==> config.mk <==
export PLATFORM = sky130hd
export DESIGN_NAME = freq_gate_meter
export DESIGN_NICKNAME = d
export VERILOG_FILES = /design/src/rtl/freq_meter_pkg.sv /design/src/rtl/freq_gate_meter_gate_timer.sv /design/src/rtl/freq_gate_meter.sv
export SDC_FILE = /design/constraint.sdc
export NUM_CORES = 1
export LEC_CHECK = 0
export CORE_MARGIN = 2
export CORE_UTILIZATION = 40
export CTS_BUF_LIST = sky130_fd_sc_hd__clkbuf_2 sky130_fd_sc_hd__clkbuf_4 sky130_fd_sc_hd__clkbuf_8
export CTS_CLUSTER_DIAMETER = 120
export DETAILED_ROUTE_END_ITERATION = 16
export PLACE_DENSITY = 0.67
export SLEW_MARGIN = 20
export SYNTH_ARGS = -nofsm -noshare
export SYNTH_HDL_FRONTEND = slang
export SYNTH_SLANG_ARGS = --single-unit
==> constraint.sdc <==
create_clock -name clk -period 6.94 [get_ports clk]
set_input_delay 1.041 -clock clk [delete_from_list [all_inputs] [get_ports clk]]
set_output_delay 1.041 -clock clk [all_outputs]
set_load 0.01 [all_outputs]
==> src/rtl/freq_meter_pkg.sv <==
// Shared definitions for the gate-window frequency meter.
//   CNT_W_DEF      default width of the crossing count and frequency result
//   state_e        meter state machine encoding
//   sat_mul_width  width needed to hold count * scale before saturation
package freq_meter_pkg;

  localparam int unsigned CNT_W_DEF = 32;

  typedef enum logic [1:0] {
    IDLE    = 2'd0,
    PRIME   = 2'd1,
    MEASURE = 2'd2
  } state_e;

  // Full-width product of a w-bit count and a constant scale factor.
  function automatic int unsigned sat_mul_width(input int unsigned w, input int unsigned scale);
    return w + $clog2(scale + 1);
  endfunction

endpackage

==> src/rtl/freq_gate_meter_gate_timer.sv <==
// Gate window timer.
//   clk   system clock
//   rstn  asynchronous active-low reset
//   run   counter advances while high, held at 0 while low
//   tick  high in the last cycle of each GATE_CYCLES-long window
module gate_timer #(
  parameter int unsigned GATE_CYCLES = 1000
) (
  input  logic clk,
  input  logic rstn,
  input  logic run,
  output logic tick
);

  localparam int unsigned CW = (GATE_CYCLES > 1) ? $clog2(GATE_CYCLES) : 1;
  localparam logic [CW-1:0] LAST = CW'(GATE_CYCLES - 1);

  logic [CW-1:0] cnt_q;

  // Not gated by run: a sample still happens on the tick cycle that run falls.
  assign tick = (cnt_q == LAST);

  always_ff @(posedge clk or negedge rstn) begin
    if (!rstn) begin
      cnt_q <= '0;
    end else if (!run || tick) begin
      cnt_q <= '0;
    end else begin
      cnt_q <= cnt_q + 1'b1;
    end
  end

endmodule

==> src/rtl/freq_gate_meter.sv <==
// Gate-window frequency meter: samples a cumulative crossing count once per
// gate and converts the per-gate increment to Hz (saturating).
// Optional build macro FREQ_AVG4_EN: report the mean of the last four gates.
//   clk         system clock
//   rstn        asynchronous active-low reset
//   en          measurement enable (level)
//   cnt_in      cumulative crossing count, wraps modulo 2^CNT_W
//   freq_out    last measured frequency in Hz
//   freq_valid  one-cycle strobe when freq_out updates
//   no_signal   last completed gate saw zero crossings
//   busy        meter is in PRIME or MEASURE
module freq_gate_meter
  import freq_meter_pkg::*;
#(
  parameter int unsigned CLK_HZ      = 100_000_000,
  parameter int unsigned GATE_CYCLES = 100_000_000,
  parameter int unsigned CNT_W       = CNT_W_DEF
) (
  input  logic             clk,
  input  logic             rstn,
  input  logic             en,
  input  logic [CNT_W-1:0] cnt_in,
  output logic [CNT_W-1:0] freq_out,
  output logic             freq_valid,
  output logic             no_signal,
  output logic             busy
);

  localparam int unsigned SCALE  = CLK_HZ / GATE_CYCLES;
  localparam int unsigned PROD_W = sat_mul_width(CNT_W, SCALE);

  state_e           state_q, state_d;
  logic [CNT_W-1:0] base_q, base_d;
  logic [CNT_W-1:0] delta_q, delta_d;
  logic             pend_q, pend_d;
  logic [CNT_W-1:0] freq_q, freq_d;
  logic             valid_q, valid_d;
  logic             nosig_q, nosig_d;
  logic             tick;
  logic [CNT_W-1:0] res;
  logic             res_ok;

  gate_timer #(
    .GATE_CYCLES(GATE_CYCLES)
  ) u_gate_timer (
    .clk (clk),
    .rstn(rstn),
    .run ((state_q != IDLE) && en),
    .tick(tick)
  );

`ifdef FREQ_AVG4_EN
  logic [CNT_W-1:0] hist_q [3];
  logic [CNT_W-1:0] hist_d [3];
  logic [2:0]       nmeas_q, nmeas_d;
  logic [CNT_W+1:0] sum;
  logic [PROD_W+1:0] avg_prod;
  logic [PROD_W-1:0] avg;

  assign sum = (CNT_W+2)'(delta_q) + (CNT_W+2)'(hist_q[0]) + (CNT_W+2)'(hist_q[1])
             + (CNT_W+2)'(hist_q[2]);
  assign avg_prod = (PROD_W+2)'(sum) * (PROD_W+2)'(SCALE);
  assign avg      = PROD_W'(avg_prod >> 2);
  assign res      = (|avg[PROD_W-1:CNT_W]) ? '1 : avg[CNT_W-1:0];
  // Result only reported once four full gates are in the history.
  assign res_ok   = (nmeas_q >= 3'd3);

  always_comb begin
    hist_d  = hist_q;
    nmeas_d = nmeas_q;
    if (!en || state_q == IDLE) begin
      hist_d  = '{default: '0};
      nmeas_d = '0;
    end else if (pend_q) begin
      hist_d[2] = hist_q[1];
      hist_d[1] = hist_q[0];
      hist_d[0] = delta_q;
      nmeas_d   = (nmeas_q == 3'd4) ? 3'd4 : nmeas_q + 3'd1;
    end
  end

  always_ff @(posedge clk or negedge rstn) begin
    if (!rstn) begin
      hist_q  <= '{default: '0};
      nmeas_q <= '0;
    end else begin
      hist_q  <= hist_d;
      nmeas_q <= nmeas_d;
    end
  end
`else
  logic [PROD_W-1:0] prod;

  assign prod   = PROD_W'(delta_q) * PROD_W'(SCALE);
  assign res    = (|prod[PROD_W-1:CNT_W]) ? '1 : prod[CNT_W-1:0];
  assign res_ok = 1'b1;
`endif

  always_comb begin
    state_d = state_q;
    base_d  = base_q;
    delta_d = delta_q;
    pend_d  = 1'b0;
    freq_d  = freq_q;
    valid_d = 1'b0;
    nosig_d = nosig_q;

    case (state_q)
      IDLE: begin
        if (en) begin
          base_d  = cnt_in;
          state_d = PRIME;
        end
      end
      PRIME: begin
        if (tick) begin
          base_d  = cnt_in;
          state_d = MEASURE;
        end
      end
      MEASURE: begin
        if (tick) begin
          // Modular difference handles cnt_in rollover.
          delta_d = cnt_in - base_q;
          base_d  = cnt_in;
          pend_d  = en;
        end
      end
      default: state_d = IDLE;
    endcase

    if (!en) begin
      state_d = IDLE;
    end

    if (pend_q && en) begin
      nosig_d = (delta_q == '0);
      if (res_ok) begin
        freq_d  = res;
        valid_d = 1'b1;
      end
    end
  end

  always_ff @(posedge clk or negedge rstn) begin
    if (!rstn) begin
      state_q <= IDLE;
      base_q  <= '0;
      delta_q <= '0;
      pend_q  <= 1'b0;
      freq_q  <= '0;
      valid_q <= 1'b0;
      nosig_q <= 1'b0;
    end else begin
      state_q <= state_d;
      base_q  <= base_d;
      delta_q <= delta_d;
      pend_q  <= pend_d;
      freq_q  <= freq_d;
      valid_q <= valid_d;
      nosig_q <= nosig_d;
    end
  end

  assign freq_out   = freq_q;
  assign freq_valid = valid_q;
  assign no_signal  = nosig_q;
  assign busy       = (state_q != IDLE);

endmodule

; ---- After elaboration in Yosys (flattened, before gate mapping)
; Index checks and enable logic that the tools add are counted.
[classes]
n_eq_ne = 7
reduce_logical = 12
muxes = 10
addsub = 2
[op_table]
columns = operator, count
row1 = 32-bit two-way mux, 2
row2 = 32-bit one-hot mux with 2 select lines, 1
row3 = 32-bit logical NOT, 1
row4 = 32-bit subtractor, 1
row5 = "27-bit by 1-bit adder with 27-bit output, second input constant", 1
row6 = "27-bit equality test, second input constant", 1
row7 = 27-bit two-way mux, 1
row8 = 2-bit one-hot mux with 3 select lines, 1
row9 = 2-bit two-way mux, 2
row10 = "2-bit inequality test, second input constant", 2
row11 = 2-bit AND reduction, 2
row12 = 2-bit nonzero test, 2
row13 = 1-bit two-way mux, 3
row14 = "3-bit by 2-bit inequality test with 1-bit output, second input constant", 1
row15 = 3-bit AND reduction, 1
row16 = "2-bit by 1-bit equality test with 1-bit output, second input constant", 1
row17 = "2-bit equality test, second input constant", 1
row18 = 1-bit logical AND, 2
row19 = 2-bit logical NOT, 1
row20 = "2-bit by 1-bit inequality test with 1-bit output, second input constant", 1
row21 = 2-bit OR reduction, 1
row22 = 1-bit logical NOT, 1
row23 = 1-bit logical OR, 1
[word_totals]
elab_cells = 39
regBits = 128

; ---- Depth between registers and ports, before layout
; Gate-level depths: netlist of the first run.
[logic_depth]
ltp_word = 5
mapped_depth = 11
depth_no_buf = 11

; ---- By module
; Synthesis of the first run repeated with hierarchy kept, for this count alone.
[unflattened]
cells_unflattened = 757
hier_area_um2 = 7116.8
[by_module_without_submodules]
columns = mod, instances, cells_per_inst, seq_area_each_um2, area_each_um2
row1 = freq_gate_meter, 1, 607, 2527.4, 5695.5
row2 = gate_timer, 1, 150, 675.6, 1421.4

; ---- Worst setup path after synthesis of the first run
; No wires, ideal clock.
[synth_path]
kind = input to register
from = in cnt_in[0]
to = reg delta_q[30]
arrival_time_ns = 3.167
path_stages = 11
setup_slack_ns = 3.648
path_cell_list = inv_1 ha_1 fa_1 nor2b_1 o2111ai_1 nand3b_1 a211oi_1 nor4_1 o22ai_2 xnor2_1 mux2_2
[synth_via]
elab_chain_cells = 1
[synth_rtl]
columns = item, line_no
row1 = start: declaration, freq_gate_meter.sv:22  ; input logic [CNT_W-1:0] cnt_in,
row2 = 32-bit subtractor, freq_gate_meter.sv:124  ; delta_d = cnt_in - base_q;
row3 = end signal: assignment, freq_gate_meter.sv:157  ; delta_q <= delta_d;
row4 = end: declaration, freq_gate_meter.sv:34  ; logic [CNT_W-1:0] delta_q, delta_d;
; Every way passes these cells.
; A chain may end at the register's enable or synchronous reset.

; ---- Final worst setup path of the first run
; Ends and elaborated chain as after synthesis.

==> results of run 1 <==
## synthesized netlist by cell type (all sizes together), types with 3 or more instances
master | count | share of area [%]
dfrtp | 128 | 45
nand2 | 68 | 3.6
mux2 | 66 | 12
nor2 | 58 | 3.2
inv | 49 | 2.6
o21ai | 46 | 3.3
ha | 37 | 6.5
xor2 | 27 | 3.3
xnor2 | 26 | 3.2
a21oi | 25 | 1.9
nand3 | 22 | 1.7
clkbuf | 20 | 1.1
a21o | 14 | 1.5
nand4 | 12 | 1.1
buf | 9 | 1.1
nor4 | 9 | 0.79
and3 | 7 | 0.61
a31oi | 5 | 0.44
nor3 | 5 | 0.35
a21boi | 4 | 0.42
nand2b | 4 | 0.35
nor2b | 3 | 0.26
o21bai | 3 | 0.32
## flip-flops by register name (all words and copies together), names as in the netlist
| register | flops |
|---|---|
| u_gate_timer.cnt_q | 27 |
| no_signal | 1 |
| state_q | 2 |
| pend_q | 1 |
| delta_q | 32 |
| freq_out | 32 |
| base_q | 32 |
| freq_valid | 1 |
## metal layers
layer / GRT usage, % / up-vias / routed length [um]
met5: 0 / - / 0
met4: 5.326 / 0 / 151
met3: 3.826 / 15 / 499
met2: 26.62 / 87 / 6842
met1: 24.07 / 2432 / 7306
li1: - / 2505 / -
## power groups by stage
| stage | combinational, mW | clock [mW] | sequential, mW |
|---|---|---|---|
| final | 1.47 | 0.747 | 0.931 |
| after CTS | 1.47 | 0.765 | 0.930 |
| after detailed placement | 1.46 | 0 | 0.944 |
| after floorplan | 1.18 | 0 | 0.930 |
| after global placement | 1.45 | 0 | 0.939 |
| after global routing | 1.64 | 0.799 | 0.946 |
## kinds of logic (layout without fill, tap and decap cells)
group,after synthesis,after routing,synth area share [%]
DFF,128,128,44.97
xor gates and xnor gates,53,53,6.517
buffers and inverters,78,153,4.708
adders and majority gates,38,38,6.780
AOI/OAI and AO/OA,120,120,11.42
and+or+nand+nor,203,203,13.53
muxes,68,68,12.08
## worst paths after layout
kind	startpoint	end	slack [ps]	cells after the start
worst max-delay path	cnt_in[0]	delta_q[30]$_DFFE_PN0P_	3390	12
worst min-delay path	u_gate_timer.cnt_q[0]$_DFF_PN0_	u_gate_timer.cnt_q[0]$_DFF_PN0_	460	1
worst max register to register	base_q[0]$_DFFE_PN0P_	delta_q[30]$_DFFE_PN0P_	4110	10
worst min register to register	u_gate_timer.cnt_q[0]$_DFF_PN0_	u_gate_timer.cnt_q[0]$_DFF_PN0_	460	1
max in group asynchronous	rstn	base_q[31]$_DFFE_PN0P_	4940	2
min in group asynchronous	rstn	freq_out[2]$_DFFE_PN0P_	710	1
## through the flow
step	total power [mW]	hold slack (ps)	utilization (%)	cells
6_report	3.150	460.0	48.61	988
5_1_grt	3.386	489.9	48.61	988
4_1_cts	3.169	464.4	48.55	988
3_5_place_dp	2.406	454.2	45.89	956
3_3_place_gp	2.392	453.9	45.89	956
2_1_floorplan	2.112	431.9	-	688
## area by class of cell
class                   count  area, um^2  share of cell area, %
inverters                  49       183.9                  2.180
clock buffers              21       276.5                  3.277
clock inverters            11       185.2                  2.195
well taps                 225       281.5                  3.337
flip-flops and latches    128        3203                  37.97
multi-input cells         482        3596                  42.62
repair buffers             72       710.7                  8.424
==> results.json, run 1 <==
{
  "yosys_register_bits": 128,
  "cpMaxStageDelayCell": "sky130_fd_sc_hd__nor4_1",
  "fp.dieArea_um2": 18890,
  "finalWeightedCongestion": 0.8474,
  "first_global_vias": 5016,
  "syn-cell-area_um2": 7123,
  "p_leak_nw": 3.895,
  "switching_share_pct": 36.41,
  "max_stage_delay_ps": 500,
  "ir_worst_vdd_uv": 164.8,
  "number_of_synthesized_flops_with_an_enable_pin": 0,
  "critical_path_class": "primary input to flip-flop",
  "routed_wl_um": 14800,
  "path_buf_inv": 2,
  "place_area_um2": 7965,
  "clk_root_buffer_cell": "sky130_fd_sc_hd__clkbuf_8",
  "drc": 0,
  "cts-root-to-sink-buffers": 2,
  "via_count": 5039,
  "switching_power_mw": 1.147,
  "share_comb_of_total_power_pct": 46.7,
  "placement.io_buffers": 69,
  "grt_pass1_wl_um": 25360,
  "timing.final.max_slew_violations": 0,
  "final.setup_skew_ps": 11.74,
  "grt_start_max_net_pins": 72,
  "timing.final.hold_violations": 0,
  "detailedRoute.firstIterationViolations": 215,
  "fin_ws_ps": 3391,
  "viasPerCell": 5.100,
  "routedWlPerCell_um": 14.98,
  "worstPathArrival_ps": 3880,
  "chipWidth_um": 137.4,
  "power.sequential.fraction_pct": 29.5,
  "final_cell_mix": "sky130_fd_sc_hd__dfrtp_1, sky130_fd_sc_hd__clkdlybuf4s50_1, sky130_fd_sc_hd__nand2_1",
  "firstDrtPassIters": 4,
  "global_route.usage.total_pct": 17.20,
  "grt_setup_unrepaired": "false",
  "slew_headroom_pct": 31.22,
  "cts-htree-levels": 4,
  "worst_path_dominant_cell_family": "simple AND/OR/NAND/NOR gates",
  "core_um2": 17360,
  "most_common_cell_after_layout_fill_and_taps_aside": "sky130_fd_sc_hd__dfrtp_1",
  "p_clk_share_pct": 23.7,
  "clock_sinks": 128,
  "timing.setup.tns_ps": 0,
  "numCtsBuffers": 17,
  "filler_cell_count": 1631,
  "synth-seq-area-share_pct": 44.97,
  "synth.avg_cell_area_um2": 10.35,
  "syn_inst": 688,
  "grt-ovfl-total": 0,
  "postSynthNetCount": 761,
  "num_rows": 48,
  "initial_utilization_pct": 41.04,
  "cellInternalPower_mw": 2.003,
  "drive_gt1_share_pct": 15.60,
  "hpwl_um": 10700,
  "async_flop_share_pct": 100.0,
  "place_ws_ps": 2924,
  "antenna_cells_inserted": 0,
  "synth_warnings": 0,
  "io-pin-count": 70,
  "status": "finished clean",
  "synth_cell_types": 63,
  "max_freq_ghz": 0.2818,
  "tritoncts": "done",
  "cap_viol_max_count": 0,
  "timing.final.crit_share_pct": 51.13,
  "timing.critical_path.from_type": "primary input",
  "required_ps": 7280,
  "worst_slew_pin_slew_ps": 1029,
  "design.final.nets": 823,
  "synthToLayoutAreaGrowth_pct": 18.44,
  "worstPathCellList": "clkdlybuf4s50_1, inv_1, ha_1, fa_1, nor2b_1, o2111ai_1, nand3b_1, a211oi_1, nor4_1, o22ai_2, xnor2_1, mux2_2",
  "finalSetupViolCount": 0,
  "worst_path_clk_slew_ps": 80,
  "cts-resized-gates": 0,
  "cp-end-kind": "flip-flop",
  "initial_antenna_violation_count": 0,
  "design_area_um2": 8437,
  "cts_setup_buffers": 0,
  "min_path_type": "flip-flop to flip-flop",
  "floorplan.die.height_um": 137.4,
  "detail-route-antenna-nets": 0,
  "power_per_cell_area_nw_per_um2": 373.3,
  "ys.flop_type": "sky130_fd_sc_hd__dfrtp_1",
  "worst-path-max-fanout": 5,
  "worst_skew_pair.late_latency_ps": 450,
  "timing.final.crit_period_ps": 3549,
  "cts_hold_repair.buffers": 0
}
Power figures use the tool's default switching activity.
==> inputs of run 2 (changes only) <==
--- a/config.mk
+++ b/config.mk
@@ -10,7 +10,7 @@
 export CTS_BUF_LIST = sky130_fd_sc_hd__clkbuf_2 sky130_fd_sc_hd__clkbuf_4 sky130_fd_sc_hd__clkbuf_8
 export CTS_CLUSTER_DIAMETER = 120
 export DETAILED_ROUTE_END_ITERATION = 16
-export PLACE_DENSITY = 0.67
+export PLACE_DENSITY = 0.7
 export SLEW_MARGIN = 20
 export SYNTH_ARGS = -nofsm -noshare
 export SYNTH_HDL_FRONTEND = slang
==> constraint.sdc (replaced) <==
create_clock -name clk -period 2.9 [get_ports clk]
set_input_delay 0.435 -clock clk [delete_from_list [all_inputs] [get_ports clk]]
set_output_delay 0.435 -clock clk [all_outputs]
set_load 0.01 [all_outputs]
==> run 2 against run 1 <==
Against the previous run: count of clock-buffer cells in the layout fell by 4; cell count rose by 6.0%; setup slack worse by 3100 ps; largest cell class unchanged; final area increased by 5.3%; combinational power increased to 2.8 times the previous value; via count up 2.1%; die area stayed put; hold slack worse by 460 ps.
==> results.json, run 2 (synthesized netlist as in run 1, its figures left out) <==
{
  "status": "finished clean",
  "final.setup_skew_ps": 15.32,
  "design_area_um2": 8882,
  "hold_ws_ps": 0.4368,
  "global_route.usage.total_pct": 16.95,
  "routed_wl_um": 14710,
  "cap_viol_max_count": 0,
  "critical_path_class": "primary input to flip-flop",
  "clk_root_buffer_cell": "sky130_fd_sc_hd__clkbuf_8",
  "drive_gt1_share_pct": 21.78,
  "r2r-start": "base_q[6]$_DFFE_PN0P_",
  "detailedRoute.firstIterationViolations": 187,
  "worst-path-max-fanout": 4,
  "worst_path_clk_slew_ps": 90,
  "routed_met1_length_um": 7103,
  "routedWlPerCell_um": 14.05,
  "worst_slew_pin_slew_ps": 686.4,
  "antenna_cells_inserted": 0,
  "drc": 0,
  "ir_worst_vdd_uv": 511.6,
  "slew_headroom_pct": 54.13,
  "via_count": 5144,
  "timing.final.hold_violations": 0,
  "detail-route-antenna-nets": 0,
  "chipWidth_um": 137.4,
  "firstDrtPassIters": 4,
  "first_global_vias": 5072,
  "p_leak_nw": 4.181,
  "initial_antenna_violation_count": 0,
  "reg2reg_setup_slack_ps": 310,
  "finalWeightedCongestion": 0.8532,
  "most_common_cell_after_layout_fill_and_taps_aside": "sky130_fd_sc_hd__dfrtp_1",
  "cp-end-kind": "flip-flop",
  "routed-wl-met3_um": 695,
  "worst_skew_pair.late_latency_ps": 460,
  "worst_reg_to_reg_path_cell_count": 10,
  "grt_setup_unrepaired": "false",
  "grt_start_max_net_pins": 50,
  "placement.io_buffers": 69,
  "place_area_um2": 8458,
  "tritoncts": "done",
  "design.final.nets": 882,
  "io-pin-count": 70,
  "grt_pass1_wl_um": 24830,
  "power_per_cell_area_nw_per_um2": 891.4,
  "cts-htree-levels": 4,
  "hpwl_um": 11100,
  "num_rows": 48,
  "multi_input_comb_area_um2": 3591,
  "initial_utilization_pct": 41.04,
  "numCtsBuffers": 17,
  "sequential_cell_area_um2": 3203,
  "wl_met2_um": 6759,
  "critPathCapture": "delta_q[31]$_DFFE_PN0P_",
  "timing.final.max_slew_violations": 0,
  "floorplan.die.height_um": 137.4,
  "timing.final.crit_share_pct": 91.49,
  "required_ps": 3300,
  "max_freq_ghz": 0.3769,
  "finalSetupViolCount": 0,
  "final_cell_mix": "sky130_fd_sc_hd__dfrtp_1, sky130_fd_sc_hd__clkdlybuf4s50_1, sky130_fd_sc_hd__nand2_1",
  "timing.critical_path.from_type": "primary input",
  "viasPerCell": 4.913,
  "min_path_type": "primary input to async pin",
  "timing.final.crit_period_ps": 2653,
  "worstPathArrival_ps": 3050,
  "fp.dieArea_um2": 18890,
  "reg2reg_to": "delta_q[31]$_DFFE_PN0P_",
  "filler_cell_count": 1587,
  "clock_sinks": 128,
  "grt-ovfl-total": 0,
  "cp-startpoint": "cnt_in[16]",
  "routed.top_layer": "met4",
  "cts-root-to-sink-buffers": 2,
  "synthToLayoutAreaGrowth_pct": 24.70,
  "core_um2": 17360
}
run 2: cell count changes in the layout (fill, tap and decap cells not counted), moves of 3 or more:
cell,delta
sky130_fd_sc_hd__inv_6,+6
sky130_fd_sc_hd__buf_12,+4
sky130_fd_sc_hd__clkinv_2,-4
sky130_fd_sc_hd__inv_8,+5
sky130_fd_sc_hd__bufinv_16,-3
sky130_fd_sc_hd__buf_4,+55
run 2: per-layer routing:
metal  GRT usage [%]  vias up
met4           5.269        0
met5               0        -
met3           4.194       12
met1           23.27     2422
met2           26.45       76
li1                -     2634
run 2: cell type report:
| type | instances | share of cell area [%] |
|---|---|---|
| multi-input combinational | 482 | 40.43 |
| sequential | 128 | 36.06 |
| timing repair buffer | 131 | 13.55 |
| tap | 225 | 3.169 |
| clock buffer | 17 | 2.634 |
| clock inverter | 15 | 2.085 |
| inverter | 49 | 2.071 |
run 2: worst max-delay path: stages:
cell and delay [ps]:
sky130_fd_sc_hd__clkdlybuf4s50_1 420, sky130_fd_sc_hd__ha_1 360, sky130_fd_sc_hd__a21oi_1 220, sky130_fd_sc_hd__o21ai_2 120
sky130_fd_sc_hd__a2111oi_4 350, sky130_fd_sc_hd__a22oi_2 120, sky130_fd_sc_hd__a41oi_2 280, sky130_fd_sc_hd__o311ai_2 130
sky130_fd_sc_hd__or4b_1 520, sky130_fd_sc_hd__nand3_1 90
run 2: stage by stage:
step / instances / setup TNS, ps / power [mW] / utilization (%) / setup WS [ps]
final: 1047 / 0 / 7.917 / 51.18 / 246.8
after global routing: 1047 / 0 / 8.523 / 51.18 / 61.47
after CTS: 1047 / 0 / 7.979 / 51.15 / 214.0
after detailed placement: 1015 / -1418 / 6.292 / 48.73 / -273.9
after global placement: 1015 / -1127 / 6.226 / 48.73 / -244.4
after floorplan: 688 / 0 / 5.053 / - / 213.9
run 2: repair_timing:
item | 4_1_cts | 5_1_grt
hold buffers | 0 | 0
resized for setup | 0 | 1
setup buffers | 0 | 0
setup endpoints to repair | 0 | 1
endpoints found under the hold margin | 0 | 0
run 2: worst min-delay path by stage:
stage | start | end | slack (ps)
CTS | rstn | freq_out[7]$_DFFE_PN0P_ | 10
detailed placement | u_gate_timer.cnt_q[0]$_DFF_PN0_ | u_gate_timer.cnt_q[0]$_DFF_PN0_ | 460
global placement | u_gate_timer.cnt_q[0]$_DFF_PN0_ | u_gate_timer.cnt_q[0]$_DFF_PN0_ | 450
finish | rstn | freq_out[11]$_DFFE_PN0P_ | 0.4
global route | rstn | freq_out[7]$_DFFE_PN0P_ | 30
floorplan | rstn | base_q[0]$_DFFE_PN0P_ | 140
run 2: power by group:
part           internal (mW)  switching (mW)  leakage [nW]
Combinational           2.08            1.97          2.44
Sequential              2.06           0.160          1.53
Clock                  0.809           0.838         0.212
==> inputs of run 3 (changes only) <==
--- a/config.mk
+++ b/config.mk
@@ -6,11 +6,12 @@
 export NUM_CORES = 1
 export LEC_CHECK = 0
 export CORE_MARGIN = 2
-export CORE_UTILIZATION = 40
+export CORE_UTILIZATION = 54
 export CTS_BUF_LIST = sky130_fd_sc_hd__clkbuf_2 sky130_fd_sc_hd__clkbuf_4 sky130_fd_sc_hd__clkbuf_8
 export CTS_CLUSTER_DIAMETER = 120
 export DETAILED_ROUTE_END_ITERATION = 16
-export PLACE_DENSITY = 0.7
+export HOLD_SLACK_MARGIN = 0.03
+export PLACE_DENSITY = 0.87
 export SLEW_MARGIN = 20
 export SYNTH_ARGS = -nofsm -noshare
 export SYNTH_HDL_FRONTEND = slang
==> run 3 against run 2 <==
Against the previous run: cell count is 5.8% lower; critical path depth is 1 higher; final area is 1.9% lower; die area is 25% lower; sequential share of layout area is 0.71 points higher; non-clock buffer count is 8 lower; clock power hardly changed; routed wire length is 8.9% higher; clock skew is 2.6 ps lower; setup slack worse by 97 ps; combinational power is 1% lower; flip-flop and latch count stayed put; largest cell class unchanged.
==> results.json, run 3 (synthesized netlist as in run 1, its figures left out) <==
{
  "cts_setup_buffers": 0,
  "place_area_um2": 8274,
  "core_um2": 12770,
  "worst_slew_pin_slew_ps": 646.6,
  "fp.dieArea_um2": 14130,
  "initial_antenna_violation_count": 0,
  "cts-resized-gates": 0,
  "grt-ovfl-total": 0,
  "most_common_cell_after_layout_fill_and_taps_aside": "sky130_fd_sc_hd__dfrtp_1",
  "final_cell_mix": "sky130_fd_sc_hd__dfrtp_1, sky130_fd_sc_hd__clkdlybuf4s50_1, sky130_fd_sc_hd__nand2_1",
  "floorplan.die.height_um": 118.9,
  "clk_root_buffer_cell": "sky130_fd_sc_hd__clkbuf_8",
  "routedWlPerCell_um": 16.25,
  "max_freq_ghz": 0.3636,
  "grt_setup_unrepaired": "false",
  "num_rows": 41,
  "grt_start_max_net_pins": 51,
  "timing.final.max_slew_violations": 0,
  "critical_path_class": "primary input to flip-flop",
  "routed_wl_um": 16020,
  "placement.io_buffers": 69,
  "cp-end-kind": "flip-flop",
  "detailedRoute.firstIterationViolations": 426,
  "timing.final.hold_violations": 0,
  "required_ps": 3230,
  "slew_headroom_pct": 56.89,
  "initial_utilization_pct": 55.76,
  "tritoncts": "done",
  "grt_pass1_wl_um": 27210,
  "worst_skew_pair.late_latency_ps": 450,
  "min_path_type": "flip-flop to flip-flop",
  "design_area_um2": 8711,
  "via_count": 5504,
  "status": "finished clean",
  "cts-htree-levels": 4,
  "synthToLayoutAreaGrowth_pct": 22.29,
  "numCtsBuffers": 17,
  "drive_gt1_share_pct": 20.76,
  "p_leak_nw": 4.110,
  "timing.final.crit_share_pct": 94.82,
  "first_global_vias": 5729,
  "hold_ws_ps": 472.5,
  "antenna_cells_inserted": 0,
  "finalSetupViolCount": 0,
  "firstDrtPassIters": 5,
  "cts-root-to-sink-buffers": 2,
  "postLayoutCoreUtil_pct": 68.19,
  "worst-path-max-fanout": 3,
  "global_route.usage.total_pct": 23.94,
  "detail-route-antenna-nets": 0,
  "hpwl_um": 11970,
  "timing.final.crit_period_ps": 2750,
  "viasPerCell": 5.582,
  "finalWeightedCongestion": 0.8921,
  "clock_sinks": 128,
  "cts_hold_repair.buffers": 1,
  "cap_viol_max_count": 0,
  "ir_worst_vdd_uv": 521.0,
  "chipWidth_um": 118.9,
  "power_per_cell_area_nw_per_um2": 906.8,
  "worst_path_clk_slew_ps": 70,
  "io-pin-count": 70,
  "design.final.nets": 874,
  "timing.critical_path.from_type": "primary input",
  "final.setup_skew_ps": 12.71,
  "drc": 0,
  "worstPathArrival_ps": 3080
}
==> run 3: path summary, 6_finish.rpt <==
kind,startpoint,endpoint,slack [ps],cells after the start
setup / recovery,cnt_in[17],delta_q[30]$_DFFE_PN0P_,150,11
hold / removal,u_gate_timer.cnt_q[0]$_DFF_PN0_,u_gate_timer.cnt_q[0]$_DFF_PN0_,470,1
setup reg to reg,base_q[17]$_DFFE_PN0P_,delta_q[30]$_DFFE_PN0P_,220,11
hold reg to reg,u_gate_timer.cnt_q[0]$_DFF_PN0_,u_gate_timer.cnt_q[0]$_DFF_PN0_,470,1
max in group asynchronous,rstn,u_gate_timer.cnt_q[19]$_DFF_PN0_,1520,3
min in group asynchronous,rstn,freq_out[8]$_DFFE_PN0P_,550,2
==> run 3: report_power, final <==
group	internal (mW)	switching [mW]	total [mW]
clock	0.886	0.768	1.65
sequential	2.06	0.171	2.23
combinational	2.01	2.00	4.01
total	4.96	2.94	7.90
==> run 3: per-stage QoR <==
step,power [mW],worst slack [ps],instances,setup TNS (ps)
floorplan,5.053,213.9,688,0
global placement,6.057,-206.3,953,-1062
detailed placement,6.217,-300.4,953,-1680
CTS,7.910,175.0,986,0
global route,8.444,2.628,986,0
finish,7.899,150.1,986,0
==> run 3: worst max-delay path: stages <==
cell and delay (ps):
sky130_fd_sc_hd__clkdlybuf4s50_1 430, sky130_fd_sc_hd__ha_1 340, sky130_fd_sc_hd__a21oi_1 200, sky130_fd_sc_hd__o21ai_1 110, sky130_fd_sc_hd__or4_1 480, sky130_fd_sc_hd__a211oi_1 360
sky130_fd_sc_hd__nor4_1 110, sky130_fd_sc_hd__buf_4 160, sky130_fd_sc_hd__o22ai_2 120, sky130_fd_sc_hd__xnor2_1 90, sky130_fd_sc_hd__mux2_2 260
==> run 3: per-layer routing <==
| layer | wire length, um | vias up | track usage [%] |
|---|---|---|---|
| met5 | 0 | - | 0 |
| met4 | 279 | 0 | 7.515 |
| met3 | 669 | 33 | 5.460 |
| met2 | 8366 | 156 | 41.85 |
| met1 | 6708 | 2704 | 29.41 |
| li1 | - | 2611 | - |
==> run 3: cell type report <==
type	count	area, um^2
Clock inverter	14	178.9
Tap cell	172	215.2
Sequential cell	128	3203
Clock buffer	18	247.7
Fill cell	881	4063
Timing Repair Buffer	123	1096
Inverter	49	183.9
Multi-Input combinational cell	482	3586
